[src/rtl/bus_pkg.sv]
// Shared definitions for the bus source-select decoder: source codes, FSM states and
// a code range check.
package bus_pkg;

  localparam int NUM_SRC = 24;
  localparam int CODE_W  = 5;

  typedef logic [CODE_W-1:0] code_t;

  localparam code_t CODE_COUT      = 5'd0;
  localparam code_t CODE_INPORTOUT = 5'd1;
  localparam code_t CODE_MDROUT    = 5'd2;
  localparam code_t CODE_PCOUT     = 5'd3;
  localparam code_t CODE_ZLOWOUT   = 5'd4;
  localparam code_t CODE_ZHIGHOUT  = 5'd5;
  localparam code_t CODE_LOOUT     = 5'd6;
  localparam code_t CODE_HIOUT     = 5'd7;
  // General registers are numbered in reverse: code 23-n selects Rn.
  localparam code_t CODE_R15       = 5'd8;
  localparam code_t CODE_R14       = 5'd9;
  localparam code_t CODE_R13       = 5'd10;
  localparam code_t CODE_R12       = 5'd11;
  localparam code_t CODE_R11       = 5'd12;
  localparam code_t CODE_R10       = 5'd13;
  localparam code_t CODE_R9        = 5'd14;
  localparam code_t CODE_R8        = 5'd15;
  localparam code_t CODE_R7        = 5'd16;
  localparam code_t CODE_R6        = 5'd17;
  localparam code_t CODE_R5        = 5'd18;
  localparam code_t CODE_R4        = 5'd19;
  localparam code_t CODE_R3        = 5'd20;
  localparam code_t CODE_R2        = 5'd21;
  localparam code_t CODE_R1        = 5'd22;
  localparam code_t CODE_R0        = 5'd23;

  typedef enum logic [1:0] {
    StIdle  = 2'd0,
    StDrive = 2'd1,
    StGap   = 2'd2
  } bus_state_e;

  function automatic logic code_valid(code_t code);
    return code < CODE_W'(NUM_SRC);
  endfunction

endpackage

[src/rtl/onehot24_dec.sv]
// Expands a 5-bit source code into a 24-bit one-hot enable; out-of-range codes give zero.
module onehot24_dec
  import bus_pkg::*;
(
  input  logic [CODE_W-1:0]  code,
  output logic [NUM_SRC-1:0] onehot
);

  always_comb begin
    onehot = '0;
    for (int i = 0; i < NUM_SRC; i++) begin
      if (code == CODE_W'(i)) onehot[i] = 1'b1;
    end
  end

endmodule

[src/rtl/bus_dec.sv]
// Bus source-select decoder: one registered one-hot drive enable, with a one-cycle
// break-before-make gap whenever the driving source changes.
module bus_dec
  import bus_pkg::*;
(
  input  logic               clk,
  input  logic               clr,
  input  logic               sel_valid,
  input  logic [CODE_W-1:0]  sel,
  input  logic               err_clr,
  output logic [NUM_SRC-1:0] out_en,
  output logic [CODE_W-1:0]  active_code,
  output logic               drive,
  output logic               busy,
  output logic               sel_err
);

  bus_state_e         state_q, state_d;
  code_t              code_d;
  code_t              pending_q, pending_d;
  logic               err_d;
  logic               sel_ok;
  logic [NUM_SRC-1:0] onehot_d;
  logic [NUM_SRC-1:0] out_en_d;

  always_comb begin
    sel_ok    = code_valid(sel);
    state_d   = state_q;
    code_d    = active_code;
    pending_d = pending_q;

    case (state_q)
      StIdle: begin
        if (sel_valid && sel_ok) begin
          state_d = StDrive;
          code_d  = sel;
        end
      end
      StDrive: begin
        if (!sel_valid || !sel_ok) begin
          state_d = StIdle;
        end else if (sel != active_code) begin
          state_d   = StGap;
          pending_d = sel;
        end
      end
      StGap: begin
        // Last request seen during the gap wins; an idle or bad request drops it.
        if (sel_valid && sel_ok) begin
          pending_d = sel;
          code_d    = pending_d;
          state_d   = StDrive;
        end else begin
          pending_d = '0;
          state_d   = StIdle;
        end
      end
      default: state_d = StIdle;
    endcase

    if (sel_valid && !sel_ok) err_d = 1'b1;
    else if (err_clr)         err_d = 1'b0;
    else                      err_d = sel_err;
  end

  onehot24_dec u_onehot (
    .code   (code_d),
    .onehot (onehot_d)
  );

  assign out_en_d = (state_d == StDrive) ? onehot_d : '0;

  always_ff @(posedge clk or posedge clr) begin
    if (clr) begin
      state_q     <= StIdle;
      pending_q   <= '0;
      active_code <= '0;
      out_en      <= '0;
      drive       <= 1'b0;
      busy        <= 1'b0;
      sel_err     <= 1'b0;
    end else begin
      state_q     <= state_d;
      pending_q   <= pending_d;
      active_code <= code_d;
      out_en      <= out_en_d;
      drive       <= (state_d == StDrive);
      busy        <= (state_d == StGap);
      sel_err     <= err_d;
    end
  end

endmodule

[config.mk]
export PLATFORM = sky130hd
export DESIGN_NAME = bus_dec
export DESIGN_NICKNAME = d
export VERILOG_FILES = /design/src/rtl/bus_pkg.sv /design/src/rtl/onehot24_dec.sv /design/src/rtl/bus_dec.sv
export SDC_FILE = /design/constraint.sdc
export NUM_CORES = 1
export LEC_CHECK = 0
export ABC_CLOCK_PERIOD_IN_PS = 2800
export BUFFER_PORTS_ARGS = -buffer_cell sky130_fd_sc_hd__buf_2
export CAP_MARGIN = 20
export CELL_PAD_IN_SITES_DETAIL_PLACEMENT = 1
export CELL_PAD_IN_SITES_GLOBAL_PLACEMENT = 1
export CORE_ASPECT_RATIO = 1.5
export CORE_MARGIN = 1.5
export CORE_UTILIZATION = 41
export DETAILED_ROUTE_END_ITERATION = 7
export GPL_TIMING_DRIVEN = 0
export PLACE_DENSITY = 0.75
export SLEW_MARGIN = 20
export SYNTH_ARGS = -nofsm -noshare
export SYNTH_HDL_FRONTEND = slang
export SYNTH_HIERARCHICAL = 1
export SYNTH_SLANG_ARGS = --single-unit
[constraint.sdc]
create_clock -name clk -period 2.8 [get_ports clk]
set_input_delay 0.28 -clock clk [delete_from_list [all_inputs] [get_ports clk]]
set_output_delay 0.28 -clock clk [all_outputs]
set_load 0.005 [all_outputs]
# Word-level counts from Yosys, hierarchy flattened
# Index checks and enable logic that the tools add are counted.
# op_classes
n_lt_le_gt_ge	1
eq_ne	28
n_mux	34
reduce_logical	9
# op_table
op	n
$eq 5x4->1 const B	8
$eq 5x5->1 const B	8
$mux 1	27
$mux 24	1
$eq 5x3->1 const B	4
$eq 5x2->1 const B	2
$mux 5	2
$mux 2	3
$pmux 2 s3	1
$eq 5x1->1 const B	1
$logic_not 5->1	1
$lt 5x5->1 const B	1
$ne 5x5->1	1
$eq 2x1->1 const B	2
$eq 2x2->1 const B	2
$logic_and 1x1->1	2
$logic_not 1->1	2
$logic_not 2->1	1
$reduce_bool 2->1	1
$reduce_or 2->1	1
$logic_or 1x1->1	1
# word_totals
reg_bits	34

# Logic depth before layout (Yosys ltp)
# Gate-level depths: netlist of the first run.
# depth
ltp_word	7
ltp_mapped	8
mapped_depth_nobuf	7

# Modules after synthesis
# Netlist of the first run, hierarchy kept.
# modules_own_cells
mod	n_inst	cells_each	area_each_um2	seq_area_each_um2
bus_dec	1	145	1675.4	850.8
onehot24_dec	1	38	180.2	0.0

# Worst setup path after synthesis of the first run
# OpenSTA, ideal clock, no wires.
# synth_timing
kind	flip-flop to flip-flop
start	register state_q[0]
end	register out_en[17]
arrival_ns	1.885
slack_ns	0.823
path_stages_with_launch	8
path_buffers	0
cell_sequence	dfrtp_1 clkinv_1 nand2_1 mux2_2 or3b_1 nor2_1 nand3_1 o31ai_2
# synth_via
elab_chain_cells	6
word_cells_on_any_way	13
# synth_rtl
item	line	rtl
start, declared	bus_dec.sv:18	bus_state_e state_q, state_d;
start signal, assigned	bus_dec.sv:75	state_q <= StIdle;
start signal, assigned	bus_dec.sv:83	state_q <= state_d;
$eq 2x2->1 or $logic_not 2->1 (tied branches)	bus_dec.sv:32	case (state_q)
$reduce_or 2->1 (no line) (*)	n/a	
$mux 5 (*)	n/a	
via code_d[2]	bus_dec.sv:19	code_t code_d;
$eq 5x5->1 (*)	onehot24_dec.sv:12	if (code == CODE_W'(i)) onehot[i] = 1'b1;
$mux 1 (*)	onehot24_dec.sv:12	
via onehot_d[17]	bus_dec.sv:23	logic [NUM_SRC-1:0] onehot_d;
$mux 24 (*)	bus_dec.sv:71	assign out_en_d = (state_d == StDrive) ? onehot_d : '0;
via out_en_d[17]	bus_dec.sv:24	logic [NUM_SRC-1:0] out_en_d;
end signal, assigned	bus_dec.sv:86	out_en <= out_en_d;
end, declared	bus_dec.sv:11	output logic [NUM_SRC-1:0] out_en,
# The timed path passes the listed nets; every way through them passes the cells marked *.
# A chain may end at the register's enable or synchronous reset.

# Worst setup path in the final report of the first run
# layout_timing
start	register state_q[0]
end	register out_en[9]
# layout_via
elab_chain_cells	6
word_cells_on_any_way	13
# layout_rtl
item	line
$eq 2x2->1 or $logic_not 2->1 (tied branches)	bus_dec.sv:32
$reduce_or 2->1 (no line) (*)	n/a
$mux 5 (*)	n/a
via code_d[2]	bus_dec.sv:19
$eq 5x4->1 (*)	onehot24_dec.sv:12
$mux 1 (*)	onehot24_dec.sv:12
via onehot_d[9]	bus_dec.sv:23
$mux 24 (*)	bus_dec.sv:71
via out_en_d[9]	bus_dec.sv:24
# Marks and branches as above.

==> metrics.md, run 1 <==
| Metric | Value |
|---|---|
| Share of cells above drive strength 1 | `a little under two fifths` |
| Unrepaired setup endpoints after global routing | `false` |
| Io pins | `41` |
| Ys Warns | `6` |
| Most frequent cells in the layout | `nand3_1, buf_2, dfrtp_1` |
| Mapped Cells | `about 180` |
| H-tree depth | `2` |
| Largest family of logic cells by synthesized area | `simple AND/OR/NAND/NOR gates` |
| Critical Path Source Type | `flop` |
| Cells on worst reg2reg path | `7` |
| Internal | `approximately 0.83 mW` |
| Reg power frac | `about 43%` |
| Worst slew pin tran | `slightly below 0.7 ns` |
| Worst reg2reg setup slack | `~0.37 ns` |
| Placed Cells | `between 200 and 300` |
| Main synth FF type | `dfrtp_1` |
| Pwr per Cell Area | `572 nW/um^2` |
| Delay-heaviest family, CP | `simple AND/OR/NAND/NOR gates` |
| Synth unique cells | `26` |
| GRT Util Overall | `between 20% and 30%` |
| Failing checks | `design-rule violations` |
| Vias per inst | `around 5.6` |
| Register bit count reported by yosys | `34` |
| Crit path cell chain | `clkinv_1 -> nand2_1 -> mux2_2 -> or3b_1 -> nor2_1 -> nand3_1 -> o31ai_2` |
| Minimum clock period | `about 2.4 ns` |
| Total number of vias | `~1500` |
| Compound-Gate Fraction of Synth Area | `between 10% and 20%` |
| Logic pwr share | `about 28%` |
| Critical-path top delay cell | `or3b_1` |
| Clk_lat worst skew | `0.28 ns` |
| Initial antenna violation count | `0` |
| Status | `complete, but fails checks` |
| Sw power | `about 0.43 mW` |
| CP startpoint | `state_q[0]` |
| Kind of critical path | `reg2reg` |
| Relative slew margins | `about 54%` |
| Post-Syn Area | `1860 sq um` |
| Maximum Capacitance Violations | `0` |
| Leakage | `0.974 nW` |
| Mean Syn Cell Area | `~10 sq um` |
| Die area | `4950 sq um` |
| Port bufs | `40` |
| Clk sink count | `34` |
| Antenna Nets Post-Route | `0` |
| Final wirelength | `4690 um` |
| Die Ht | `85.4 um` |
| Skew final | `between 0.007 and 0.008 ns` |
| Final period util | `86.7%` |
| Clk network pwr share | `just under 30%` |
| CTS tree | `done` |
| Global route total overflow | `0` |
| Pins Over Slew Limit | `0` |
| Die W | `around 58 um` |
| Setup crit end kind | `flop` |
| Mux contribution to synthesized area | `3.03%` |
| Post-synthesis xor/xnor area fraction | `2.76%` |
| Min Hold Slack | `0.0998 ns` |
| Number of diodes | `0` |
| Crit path depth | `7` |
| Post-route setup TNS | `0 ns` |
| Synth Area in Adders | `0%` |
| Avg WL per Cell | `around 17 um` |
| Reg-to-reg endpoint | `out_en[9]` |
| Finished Layout Cells | `roughly 280` |
| Dpl ws | `0.357 ns` |
| Simple-Gate Fraction of Synth Area | `about 24%` |
| Rows | `29` |
| GP Congestion | `roughly 0.86` |
| Switching Fraction | `33.9%` |
| Sequential area share after synthesis | `a little under half` |
| Critical path fanouts, max | `9` |
| Fin worst setup slack | `0.372 ns` |
| Placed wire-length estimate | `3550 um` |
| Peak supply drop | `about 0.0003 V` |
| Final #Nets | `239` |
| Num CTS Buffers | `5` |
| 1st-iter DRT viols | `45` |
| Most common cell after layout, fill and taps aside | `nand3_1` |
| R2R Path Start | `state_q[0]` |
| First-pass GRT wire length | `7970 um` |
| Hold Violations, Final | `0` |
| Starting Density | `between 40% and 50%` |
| CTS clk-pin slew, worst paths | `roughly 0.070 ns` |
| Post-synth EDFFs | `0` |
| Post CTS Setup Buffer Count | `0` |
| Final Cell Area | `about 2200 sq um` |
| Worst hold path type | `in2async` |
| 1st-pass router iterations | `6` |
| Core ar. | `about 4300 sq um` |
| Layout area overhead | `18.8%` |
| Crit path buf inv count | `1` |
| DRC | `3` |
| DP Area | `roughly 2100 sq um` |
| Root Driver | `clkbuf_8` |
| Crit path arrival time | `roughly 2.6 ns` |
| # setup viols final | `0` |
| Max clock buf depth | `2` |
| Ys async rst share | `between 90% and 100%` |
| Syn nets | `around 190` |
| Vias in the first global route | `around 1700` |
| Max incr delay on CP | `roughly 0.45 ns` |
| Worst Path Required | `approximately 3.0 ns` |
| CTS resizes | `0` |
| Critical path destination | `out_en[9]` |
| Max Fclk | `slightly above 0.4 GHz` |
| Largest net degree at the start of global routing | `35` |
| # hold bufs at CTS | `0` |
[registers in the layout, indices dropped and copies added (netlist names)]
name,cells
active_code,5
sel_err,1
state_q,2
busy,1
out_en,24
drive,1
[logic make-up (layout without fill, tap and decap cells)]
family	count (synthesis)	count (layout)
AO/OA/AOI/OAI	30	30
XOR/XNOR	5	5
buffers and inverters	20	68
flip-flops	34	34
multiplexers	5	5
AND/OR/NAND/NOR	89	89
[synthesized netlist by cell type (all sizes together), types with 2 or more instances]
| master | count | share of area, % |
|---|---|---|
| nand3 | 51 | 14 |
| o31ai | 26 | 16 |
| clkbuf | 9 | 1.8 |
| inv | 2 | 0.40 |
| nand2b | 2 | 0.67 |
| buf | 7 | 3.0 |
| or3b | 3 | 1.4 |
| mux2 | 5 | 3.0 |
| o2111a | 2 | 1.2 |
| nor2 | 24 | 4.9 |
| nand3b | 3 | 1.2 |
| clkinv | 2 | 0.40 |
| xnor2 | 5 | 2.8 |
| dfrtp | 34 | 46 |
| nand2 | 3 | 0.74 |
[power by group through the flow]
stage	Sequential (mW)	Clock (mW)	Combinational, mW
2_1_floorplan	0.548	0	0.254
3_3_place_gp	0.544	0	0.344
3_5_place_dp	0.546	0	0.359
4_1_cts	0.537	0.379	0.360
5_1_grt	0.540	0.396	0.393
6_report	0.537	0.367	0.357
[stage by stage]
stage	total power, mW	util [%]
after floorplan	0.801	-
after global placement	0.887	49.4
after detailed placement	0.905	49.4
after CTS	1.28	51.5
after global routing	1.33	51.5
final	1.26	51.5
[metal layers]
metal | share of wire (%) | wire length, um | GRT usage, % | up-vias
li1 | - | - | - | 751
met1 | 41 | 1930 | 23.1 | 768
met2 | 55 | 2570 | 37.8 | 24
met3 | 2.3 | 109 | 3.51 | 6
met4 | 1.7 | 82 | 8.67 | 0
met5 | 0 | 0 | 0 | -
[final cells by class]
class / instances / area (sq um)
Clock buffer: 7 / 86.3
Buffer: 16 / 88.8
Sequential cell: 34 / 851
Timing Repair Buffer: 40 / 200
Tap cell: 46 / 57.6
Clock inverter: 1 / 5.00
Inverter: 4 / 15.0
Fill cell: 516 / 2080
Multi-Input combinational cell: 129 / 901
[worst reg2reg max path, delay by kind of cell, from the launching register on]
| kind | cells | cell delay [ns] |
|---|---|---|
| flip-flops | 1 | 0.38 |
| buffers and inverters | 1 | 0.25 |
| AND/OR/NAND/NOR | 4 | 1.06 |
| AO/OA/AOI/OAI | 1 | 0.22 |
| multiplexers | 1 | 0.43 |
[how the worst min path moves through the flow]
| stage | startpoint | to | slack, ns | cells after the start |
|---|---|---|---|---|
| finish | clr | sel_err | 0.1 | 2 |
| global route | clr | out_en[16] | 0.17 | 2 |
| CTS | clr | state_q[0] | 0.13 | 2 |
| detailed placement | clr | active_code[4] | 0.44 | 2 |
| global placement | err_clr | sel_err | 0.47 | 2 |
| floorplan | err_clr | sel_err | 0.39 | 1 |
Note: power is estimated with default switching activity, not from simulation.
==> run 2: changes to the inputs <==
Settings changed: CORE_UTILIZATION 41 to 43, CTS_BUF_LIST set to sky130_fd_sc_hd__clkbuf_8, PLACE_DENSITY 0.75 to 0.78.
==> metrics.md, run 2 (same netlist as run 1, synthesis figures left out) <==
| Metric | Value |
|---|---|
| GRT Util Overall | `22.1% (+1.3 points)` |
| Io pins | `41 (unchanged)` |
| Starting Density | `44.5% (+1.1 points)` |
| Crit path cell chain | `clkinv_1 -> nand2_1 -> mux2_2 -> or3_1 -> nor2_1 -> nand3_1 -> o31ai_2` |
| DP Area | `2110 sq um (unchanged)` |
| Hold Violations, Final | `0 (unchanged)` |
| Skew final | `0.00716 ns (-0.000139 ns)` |
| Worst slew pin tran | `0.707 ns (+0.0231 ns)` |
| Clk_lat worst skew | `0.28 ns (about the same)` |
| Share of cells above drive strength 1 | `36.1% (-0.71 points)` |
| Final wirelength | `4770 um (+1.7%)` |
| Antenna Nets Post-Route | `0 (unchanged)` |
| Die Ht | `83.5 um (-2.3%)` |
| Status | `completed` |
| Setup crit end kind | `flop` |
| Crit path arrival time | `2.62 ns (about the same)` |
| DRC | `0 (-3)` |
| Initial antenna violation count | `0 (unchanged)` |
| Minimum clock period | `2.42 ns (-0.00396 ns)` |
| Vias in the first global route | `1737 (+5.3%)` |
| Clk sink count | `34 (unchanged)` |
| Die area | `4730 sq um (-4.5%)` |
| Fin worst setup slack | `0.376 ns (+0.00396 ns)` |
| CTS tree | `done` |
| Relative slew margins | `52.8% (-1.5 points)` |
| Final core utilization | `52.5% (+0.98 points)` |
| Max incr delay on CP | `0.46 ns (about the same)` |
| CTS clk-pin slew, worst paths | `0.07 ns (about the same)` |
| Max Fclk | `0.412 GHz (+0.16%)` |
| Post-route setup TNS | `0 ns (unchanged)` |
| Layout area overhead | `18.0%` |
| Critical path fanouts, max | `9 (unchanged)` |
| Critical-path top delay cell | `or3_1` |
| Avg WL per Cell | `17.3 um (+2.1%)` |
| H-tree depth | `2 (unchanged)` |
| First-pass GRT wire length | `8370 um (+5.0%)` |
| Finished Layout Cells | `276 (-0.36%)` |
| Port bufs | `40 (unchanged)` |
| Worst Path Required | `2.99 ns (about the same)` |
| Number of diodes | `0 (unchanged)` |
| Kind of critical path | `reg2reg` |
| Die W | `56.6 um (-2.2%)` |
| Worst hold path type | `in2async` |
| CTS resizes | `0 (unchanged)` |
| Vias per inst | `5.68 (+1.5%)` |
| Largest register FFs | `24 (unchanged)` |
| Pwr per Cell Area | `557 nW/um^2 (-2.6%)` |
| Num CTS Buffers | `5 (unchanged)` |
| Dpl ws | `0.371 ns (+0.0138 ns)` |
| Final Cell Area | `2190 sq um (-0.68%)` |
| GP Congestion | `0.859 (-0.56%)` |
| Core ar. | `4170 sq um (-2.5%)` |
| Leakage | `0.973 nW (-0.17%)` |
| Final #Nets | `239 (unchanged)` |
| Peak supply drop | `0.000306 V (-0.63%)` |
| Leading registers by flop count | `out_en: 24 flops, active_code: 5 flops, state_q: 2 flops` |
| Critical Path Source Type | `flop` |
| Overall Power | `1.22 mW (-3.2%)` |
| Min Hold Slack | `0.113 ns (+0.0135 ns)` |
| Largest net degree at the start of global routing | `35 (unchanged)` |
| Most common cell after layout, fill and taps aside | `nand3_1` |
| Root Driver | `clkbuf_8` |
| Maximum Capacitance Violations | `0 (unchanged)` |
| 1st-iter DRT viols | `30 (-33%)` |
| Post CTS Setup Buffer Count | `0 (unchanged)` |
| R2R Path Start | `state_q[0]` |
| Unrepaired setup endpoints after global routing | `false` |
| Worst reg2reg setup slack | `0.38 ns (about the same)` |
| # setup viols final | `0 (unchanged)` |
| Reg-to-reg endpoint | `out_en[16]` |
| Rows | `29 (unchanged)` |
| CP startpoint | `state_q[0]` |
| Max clock buf depth | `2 (unchanged)` |
| Largest register by flop count | `out_en` |
| Global route total overflow | `0 (unchanged)` |
| Total number of vias | `1567 (+1.2%)` |
| Pins Over Slew Limit | `0 (unchanged)` |
| Final period util | `86.6% (-0.14 points)` |
| # hold bufs at CTS | `0 (unchanged)` |
| Placed Cells | `269 (unchanged)` |
| Placed wire-length estimate | `3610 um (+1.7%)` |
| Cells on worst reg2reg path | `7 (unchanged)` |
| Most frequent cells in the layout | `nand3_1, buf_2, dfrtp_1` |
| 1st-pass router iterations | `4 (-2)` |
==> run 2: cell count changes in the layout (fill, tap and decap cells not counted) <==
cell,delta
inv_1,+2
clkbuf_1,-1
clkbuf_8,-1
clkinv_2,-1
==> run 2: worst max-delay path by stage <==
stage,end,slack [ns],depth (start not counted)
after detailed placement,out_en[1],0.37,9
after global placement,out_en[1],0.45,9
after CTS,out_en[16],0.39,7
after floorplan,out_en[17],0.82,7
final,out_en[16],0.38,7
after global routing,out_en[0],0.19,8
==> run 2: area by class of cell <==
class	instances	area (sq um)
clock inverters	2	7.51
plain buffers	16	88.8
fillers	484	1980
well taps	46	57.6
inverters	4	15.0
multi-input cells	129	901
clock buffers	5	68.8
flip-flops and latches	34	851
repair buffers	40	200
==> run 2: worst max-delay path: cells and delay by family (launching register included) <==
family / cells / cell delay, ns
flops: 1 / 0.38
simple gates: 4 / 1.08
buf+inv: 1 / 0.23
mux: 1 / 0.44
compound gates: 1 / 0.21
==> run 2: report_power, final <==
part | leakage [nW] | internal [mW] | total [mW] | switching, mW
logic | 0.467 | 0.116 | 0.359 | 0.243
registers | 0.459 | 0.519 | 0.537 | 0.0178
clock network | 0.0466 | 0.164 | 0.325 | 0.161
total | 0.973 | 0.799 | 1.22 | 0.422
==> run 2: routing by layer <==
| layer | global-route usage, % | wire length (um) |
|---|---|---|
| met4 | 5.63 | 60 |
| met2 | 41.6 | 2760 |
| met3 | 3.57 | 138 |
| met5 | 0 | 0 |
| met1 | 25.0 | 1810 |
